<file path="config.mk">
export PLATFORM = sky130hd
export DESIGN_NAME = vc_dest_arbiter
export DESIGN_NICKNAME = d
export VERILOG_FILES = /design/src/rtl/vc_dest_arbiter_pkg.sv /design/src/rtl/arb_threshold_regs.sv /design/src/rtl/vc_dest_arbiter.sv
export SDC_FILE = /design/constraint.sdc
export NUM_CORES = 1
export LEC_CHECK = 0
export ABC_CLOCK_PERIOD_IN_PS = 3850
export CORE_AREA = 2 2 61 77
export CTS_BUF_LIST = sky130_fd_sc_hd__clkbuf_16
export CTS_CLUSTER_DIAMETER = 80
export DETAILED_ROUTE_END_ITERATION = 8
export DIE_AREA = 0 0 63 79
export PLACE_DENSITY = 0.83
export SLEW_MARGIN = 0
export SYNTH_ARGS = -nofsm -noshare
export SYNTH_HDL_FRONTEND = slang
export SYNTH_HIERARCHICAL = 1
export SYNTH_SLANG_ARGS = --single-unit
</file>
<file path="constraint.sdc">
create_clock -name clk -period 3.85 [get_ports clk]
set_input_delay 0.77 -clock clk [delete_from_list [all_inputs] [get_ports clk]]
set_output_delay 0.77 -clock clk [all_outputs]
set_load 0.02 [all_outputs]
</file>
<file path="src/rtl/vc_dest_arbiter_pkg.sv">
`default_nettype none
// ============================================================================
//  Package  : vc_dest_arbiter_pkg
//  Purpose  : Shared definitions for the VC-to-destination arbiter:
//             FSM state encoding, default data/threshold widths and the
//             threshold values driven out of reset.
//  Revision : 1.0  initial release
// ============================================================================
package vc_dest_arbiter_pkg;

  // Default widths. Modules take these as parameter defaults.
  localparam int DATA_SIZE = 10;
  localparam int TH_SIZE   = 4;

  // FSM encoding is visible on the state output, so the values are fixed.
  typedef enum logic [1:0] {
    ST_RESET  = 2'b00,
    ST_INIT   = 2'b01,
    ST_IDLE   = 2'b10,
    ST_ACTIVE = 2'b11
  } arb_state_t;

  // Threshold values presented to the FIFOs until INIT loads new ones.
  localparam int DEF_AF_VC = 6;
  localparam int DEF_AE_VC = 4;
  localparam int DEF_AF_D  = 5;
  localparam int DEF_AE_D  = 3;

endpackage : vc_dest_arbiter_pkg
`default_nettype wire

</file>
<file path="src/rtl/arb_threshold_regs.sv">
`default_nettype none
// ============================================================================
//  Module   : arb_threshold_regs
//  Purpose  : Holds the four almost-full / almost-empty thresholds sent to
//             the VC and destination FIFOs. The registers track their *_i
//             inputs every cycle the arbiter FSM sits in INIT and hold
//             their value in every other state.
//  Ports    : clk, reset          clock, async active-high reset
//             state               arbiter FSM state (load while INIT)
//             af/ae_vc_i, _d_i    threshold values to capture
//             af/ae_vc_o, _d_o    registered thresholds
//  Revision : 1.0  initial release
// ============================================================================
module arb_threshold_regs #(
  parameter int TH_SIZE = vc_dest_arbiter_pkg::TH_SIZE
) (
  input  logic               clk,
  input  logic               reset,
  input  logic [1:0]         state,
  input  logic [TH_SIZE-1:0] af_vc_i,
  input  logic [TH_SIZE-1:0] ae_vc_i,
  input  logic [TH_SIZE-1:0] af_d_i,
  input  logic [TH_SIZE-1:0] ae_d_i,
  output logic [TH_SIZE-1:0] af_vc_o,
  output logic [TH_SIZE-1:0] ae_vc_o,
  output logic [TH_SIZE-1:0] af_d_o,
  output logic [TH_SIZE-1:0] ae_d_o
);
  import vc_dest_arbiter_pkg::*;

  logic load;
  assign load = (state == ST_INIT);

  always_ff @(posedge clk or posedge reset) begin
    if (reset) begin
      af_vc_o <= TH_SIZE'(DEF_AF_VC);
      ae_vc_o <= TH_SIZE'(DEF_AE_VC);
      af_d_o  <= TH_SIZE'(DEF_AF_D);
      ae_d_o  <= TH_SIZE'(DEF_AE_D);
    end else if (load) begin
      af_vc_o <= af_vc_i;
      ae_vc_o <= ae_vc_i;
      af_d_o  <= af_d_i;
      ae_d_o  <= ae_d_i;
    end
  end

endmodule : arb_threshold_regs
`default_nettype wire

</file>
<file path="src/rtl/vc_dest_arbiter.sv">
`default_nettype none
// ============================================================================
//  Module   : vc_dest_arbiter
//  Purpose  : Moves words from two virtual-channel FIFOs (VC0 has strict
//             priority over VC1) into two destination FIFOs selected by the
//             word's MSB. One word moves per cycle: a pop in cycle N is
//             followed by exactly one push in cycle N+1 using the VC read
//             data that appears in that cycle.
//  Ports    : clk, reset               clock, async active-high reset
//             init                     request (re)configuration
//             af/ae_vc_i, af/ae_d_i    thresholds to latch in INIT
//             af/ae_vc_o, af/ae_d_o    registered thresholds
//             vc0/vc1_empty, _data     VC FIFO status and read data
//             d0/d1_almost_full        destination FIFO back-pressure
//             pop_vc0, pop_vc1         VC FIFO pop strobes
//             push_d0, push_d1         destination FIFO push strobes
//             data_out                 word written to the destination FIFOs
//             state, idle              FSM state and quiescent indicator
//             cnt_d0, cnt_d1           wrapping per-destination push counts
//  Revision : 1.0  initial release
// ============================================================================
module vc_dest_arbiter #(
  parameter int DATA_SIZE = vc_dest_arbiter_pkg::DATA_SIZE,
  parameter int TH_SIZE   = vc_dest_arbiter_pkg::TH_SIZE
) (
  input  logic                 clk,
  input  logic                 reset,
  input  logic                 init,
  input  logic [TH_SIZE-1:0]   af_vc_i,
  input  logic [TH_SIZE-1:0]   ae_vc_i,
  input  logic [TH_SIZE-1:0]   af_d_i,
  input  logic [TH_SIZE-1:0]   ae_d_i,
  output logic [TH_SIZE-1:0]   af_vc_o,
  output logic [TH_SIZE-1:0]   ae_vc_o,
  output logic [TH_SIZE-1:0]   af_d_o,
  output logic [TH_SIZE-1:0]   ae_d_o,
  input  logic                 vc0_empty,
  input  logic                 vc1_empty,
  input  logic [DATA_SIZE-1:0] vc0_data,
  input  logic [DATA_SIZE-1:0] vc1_data,
  input  logic                 d0_almost_full,
  input  logic                 d1_almost_full,
  output logic                 pop_vc0,
  output logic                 pop_vc1,
  output logic                 push_d0,
  output logic                 push_d1,
  output logic [DATA_SIZE-1:0] data_out,
  output logic [1:0]           state,
  output logic                 idle,
  output logic [7:0]           cnt_d0,
  output logic [7:0]           cnt_d1
);
  import vc_dest_arbiter_pkg::*;

  arb_state_t           state_q;
  logic                 in_flight_q;  // a word was popped last cycle
  logic                 src_sel_q;    // 0: word comes from VC0, 1: from VC1
  logic                 any_req;
  logic                 d_full;
  logic                 pop_en;
  logic                 dest_bit;
  logic [DATA_SIZE-1:0] sel_data;

  // --------------------------------------------------------------------------
  // Threshold registers
  // --------------------------------------------------------------------------
  arb_threshold_regs #(
    .TH_SIZE (TH_SIZE)
  ) u_th_regs (
    .clk     (clk),
    .reset   (reset),
    .state   (state_q),
    .af_vc_i (af_vc_i),
    .ae_vc_i (ae_vc_i),
    .af_d_i  (af_d_i),
    .ae_d_i  (ae_d_i),
    .af_vc_o (af_vc_o),
    .ae_vc_o (ae_vc_o),
    .af_d_o  (af_d_o),
    .ae_d_o  (ae_d_o)
  );

  // --------------------------------------------------------------------------
  // Request / back-pressure summary
  // --------------------------------------------------------------------------
  assign any_req = !vc0_empty || !vc1_empty;
  assign d_full  = d0_almost_full || d1_almost_full;

  // --------------------------------------------------------------------------
  // Control FSM
  // --------------------------------------------------------------------------
  always_ff @(posedge clk or posedge reset) begin
    if (reset) begin
      state_q <= ST_RESET;
    end else begin
      case (state_q)
        ST_RESET: state_q <= ST_INIT;
        ST_INIT: begin
          if (!init) state_q <= ST_IDLE;
        end
        ST_IDLE: begin
          if (init)                    state_q <= ST_INIT;
          else if (any_req && !d_full) state_q <= ST_ACTIVE;
        end
        ST_ACTIVE: begin
          // Leave only once the last word has been pushed, so idle never
          // rises while a push is still pending.
          if (init)                                     state_q <= ST_INIT;
          else if (vc0_empty && vc1_empty && !in_flight_q) state_q <= ST_IDLE;
        end
        default: state_q <= ST_RESET;
      endcase
    end
  end

  // --------------------------------------------------------------------------
  // Pop arbitration: VC0 strictly first; VC1 only when VC0 has nothing.
  // Pops react to init/almost_full in the same cycle.
  // --------------------------------------------------------------------------
  assign pop_en  = (state_q == ST_ACTIVE) && !init && !d_full;
  assign pop_vc0 = pop_en && !vc0_empty;
  assign pop_vc1 = pop_en &&  vc0_empty && !vc1_empty;

  // --------------------------------------------------------------------------
  // In-flight tracking and push counters
  // --------------------------------------------------------------------------
  always_ff @(posedge clk or posedge reset) begin
    if (reset) begin
      in_flight_q <= 1'b0;
      src_sel_q   <= 1'b0;
      cnt_d0      <= 8'd0;
      cnt_d1      <= 8'd0;
    end else begin
      in_flight_q <= pop_vc0 || pop_vc1;
      if (pop_vc0 || pop_vc1) src_sel_q <= pop_vc1;
      // 8-bit counters wrap naturally from 255 to 0.
      if (push_d0) cnt_d0 <= cnt_d0 + 8'd1;
      if (push_d1) cnt_d1 <= cnt_d1 + 8'd1;
    end
  end

  // --------------------------------------------------------------------------
  // Push path. The popped word is on vcX_data the cycle after the pop and
  // is forwarded combinationally. The push is not gated by almost_full or
  // init: with at most one word outstanding, the almost-full margin already
  // guarantees room for it.
  // --------------------------------------------------------------------------
  assign sel_data = src_sel_q ? vc1_data : vc0_data;
  assign dest_bit = sel_data[DATA_SIZE-1];
  assign push_d0  = in_flight_q && !dest_bit;
  assign push_d1  = in_flight_q &&  dest_bit;
  assign data_out = in_flight_q ? sel_data : '0;

  // --------------------------------------------------------------------------
  // Status
  // --------------------------------------------------------------------------
  assign state = state_q;
  assign idle  = (state_q == ST_IDLE) && !in_flight_q;

endmodule : vc_dest_arbiter
`default_nettype wire

</file>
==> flow_metrics.tcl <==
set metrics [dict create \
    post_cts_sizing_count 0 \
    most_frequent_cells_in_the_layout "sky130_fd_sc_hd__clkdlybuf4s50_1, sky130_fd_sc_hd__dfrtp_1, sky130_fd_sc_hd__nor2_1, sky130_fd_sc_hd__mux2_4, sky130_fd_sc_hd__mux2i_1" \
    fmax_mhz 301 \
    grt_first_pass_wirelength_mm 6.83 \
    worst-slew-pin-transition_ns 0.772 \
    die-area_um2 4980 \
    globalRouteMet3Util_pct 5.10 \
    die_height_um 79 \
    totalNegativeSetupSlack_ns 0 \
    initial_core_util_pct 41.5 \
    place_inst 283 \
    routedWlPerCell_um 13.9 \
    dpl.hpwl_mm 3.09 \
    critical-path-top-cell-by-count "sky130_fd_sc_hd__clkdlybuf4s50_1" \
    vdd_ir_drop_max_uv 184 \
    layout-area-overhead-vs-synth_pct 59.6 \
    layout_commonest_cell "sky130_fd_sc_hd__clkdlybuf4s50_1" \
    cts_buffer_depth 2 \
    synth_enable_flop_cells 0 \
    slew_headroom_pct 48.5 \
    grt_pass1_vias 1487 \
    cp.required_ns 3.08 \
    finalHoldViolations 0 \
    die_w_um 63 \
    num-nets-final 277 \
    crit_path_end_kind "output pin" \
    floorplan.io_pins 92 \
    vias_per_cell 4.87 \
    grt_max_degree 21 \
    post_synth_inst_count 140 \
    postSynthNetCount 185 \
    grt_util_met1_pct 19.8 \
    grt_overflow 0 \
    cts-htree-levels 2 \
    tritoncts.num_buffers 5 \
    place.gp.congestion 0.735 \
    cts_post_setup_buffers_inserted 0 \
    post_synth_instance_area_um2 1780 \
    clock_slew_seen_by_the_registers_of_the_worst_setup_and_hold_paths_ns 0.05 \
    std_cell_rows 27 \
    setup_slack_ns 0.527 \
    clock-skew-final_ns 0.00511 \
    post_synth_num_cell_types 37 \
    outcome "finished, final reports clean" \
    detailedRoute.firstIterationViolations 97 \
    postRouteWirelength_mm 4.03 \
    synth-seq-cells 36 \
    cp_slowest_cell "sky130_fd_sc_hd__clkdlybuf4s50_1" \
    cts_tree "built" \
    groute.usage.overall_pct 17.5 \
    worst-endpoint-arrival_ns 2.55 \
    biggest_cell_delay_along_the_critical_path_ns 0.62 \
    final_max_slew_viol_count 0 \
    critical_path.cell_chain "clkdlybuf4s50_1 -> or4_1 -> nor2_1 -> clkdlybuf4s50_1" \
    ys.warnings.count 6 \
    placeableCoreArea_um2 4290 \
    drt.antenna.violating_nets 0 \
    postSynth.topFlopCell "sky130_fd_sc_hd__dfrtp_1" \
    netlist_top_cells_area "sky130_fd_sc_hd__dfrtp_1, sky130_fd_sc_hd__dfstp_2, sky130_fd_sc_hd__mux2_4" \
    number_of_input_and_output_port_buffers_inserted 91 \
    ys_async_sr_fraction_pct 100 \
    fin_total_pwr_uw 1280 \
    detailedRoute.firstPassIterationCount 4 \
    final.period_utilization_pct 86.3 \
    globalRouteMet2Util_pct 30.9 \
    critPathMaxFanout 3 \
    num_vias 1416 \
    globalRoute.busiestLayer "met2" \
    criticalPathCategory "in -> out" \
    synth_sequential_area_ratio_pct 51.1 \
    ctsHoldBuffers 0 \
    library_cell_with_the_largest_summed_area_after_synthesis "sky130_fd_sc_hd__dfrtp_1" \
    syn-mean-instance-area_um2 12.7 \
    static-leakage-power_uw 0.00122 \
    clockRootBuffer "sky130_fd_sc_hd__clkbuf_16" \
    dpl_worst_slack_ns 0.527 \
    setup_violations 0 \
    grt_antenna_before_repair 0 \
    residual_drc_count 0 \
    timing.critical_path.from_type "input pin" \
    post-synth-top-area-fraction_pct 40.8 \
    instances_no_fill 291 \
    clock_sink_count 36 \
    fin_crit_ns 3.32 \
    p_per_area_nw_per_um2 450 \
    clkLatencyLatePin_ns 0.27 \
    max-cap-violations 0 \
    antennaDiodeCount 0 \
    holdCritPathClass "reg -> reg" \
    unrepaired_setup_endpoints_after_global_routing "no" \
    layout_cell_share_with_drive_strength_beyond_1_pct 17.2 \
]
==> area by class of cell <==
class | instances | area [µm²]
fillers | 347 | 1450
repair buffers | 92 | 918
flip-flops and latches | 36 | 910
multi-input cells | 91 | 781
clock buffers | 5 | 125
well taps | 58 | 72.6
inverters | 6 | 22.5
clock inverters | 3 | 11.3
==> worst max-delay path, delay by kind of cell <==
kind / cells / cell delay [ns]
and+or+nand+nor: 2 / 0.73
buffers and inverters: 2 / 1.06
==> metal layers <==
metal  share of wire [%]  wire length [µm]
met2                  50              2020
met4                 1.8                71
met1                  40              1630
met5                   0                 0
met3                 7.6               308
==> path summary, 6_finish.rpt <==
path                                       start                               end  slack (ns)  depth (start not counted)
max in group asynchronous                  reset             cnt_d0[0]$_DFFE_PP0P_        2.38                          2
min in group asynchronous                  reset  u_th_regs/ae_vc_o[1]$_DFFE_PP0N_        0.91                          2
setup / recovery                            init                           pop_vc0        0.53                          4
hold / removal             cnt_d1[7]$_DFFE_PP0P_             cnt_d1[7]$_DFFE_PP0P_        0.48                          1
setup reg to reg           src_sel_q$_DFFE_PP0P_             cnt_d0[4]$_DFFE_PP0P_        2.11                          4
hold reg to reg            cnt_d1[7]$_DFFE_PP0P_             cnt_d1[7]$_DFFE_PP0P_        0.48                          1
==> sequential cells by signal (all words and copies together), names as in the netlist <==
signal,flops
u_th_regs/af_d_o,4
state,2
u_th_regs/ae_d_o,4
cnt_d1,8
u_th_regs/af_vc_o,4
cnt_d0,8
in_flight_q,1
src_sel_q,1
u_th_regs/ae_vc_o,4
==> Yosys cell counts, types with 2 or more instances <==
cell type / number
sky130_fd_sc_hd__mux2_2: 6
sky130_fd_sc_hd__buf_4: 2
sky130_fd_sc_hd__mux2i_1: 9
sky130_fd_sc_hd__and2_1: 2
sky130_fd_sc_hd__mux2_4: 10
sky130_fd_sc_hd__nand2_1: 4
sky130_fd_sc_hd__nand3_1: 6
sky130_fd_sc_hd__dfrtp_1: 29
sky130_fd_sc_hd__mux2_1: 2
sky130_fd_sc_hd__inv_1: 5
sky130_fd_sc_hd__nand4_1: 4
sky130_fd_sc_hd__buf_6: 2
sky130_fd_sc_hd__dfstp_2: 7
sky130_fd_sc_hd__nor2_1: 14
sky130_fd_sc_hd__nor3_2: 3
sky130_fd_sc_hd__xor2_1: 6
sky130_fd_sc_hd__ha_1: 2
sky130_fd_sc_hd__xnor2_1: 8
==> where the power goes <==
part	internal [µW]	leakage [µW]	switching, µW	total, µW
sequential	451	0.000432	63.1	514
combinational	229	0.000714	172	401
clock	232	0.0000701	133	365
==> stage by stage <==
step | util, % | cell area [µm²] | hold slack (ns)
2_1_floorplan | - | 1780 | 0.578
3_3_place_gp | 63.0 | 2700 | 0.455
3_5_place_dp | 63.0 | 2700 | 0.470
4_1_cts | 66.2 | 2840 | 0.477
5_1_grt | 66.2 | 2840 | 0.501
6_report | 66.2 | 2840 | 0.477
==> kinds of logic (layout without fill, tap and decap cells) <==
| logic type | Yosys count | after routing | share of synthesized area, % |
|---|---|---|---|
| buffers and inverters | 13 | 106 | 4.99 |
| AND/OR/NAND/NOR | 44 | 44 | 14.6 |
| AO/OA/AOI/OAI | 3 | 3 | 1.62 |
| XOR/XNOR | 14 | 14 | 6.89 |
| adder cells (fa/ha/maj) | 2 | 2 | 1.41 |
| multiplexers | 28 | 28 | 19.3 |
| flip-flops | 36 | 36 | 51.1 |
No activity file was read; power rests on OpenSTA's default activity.
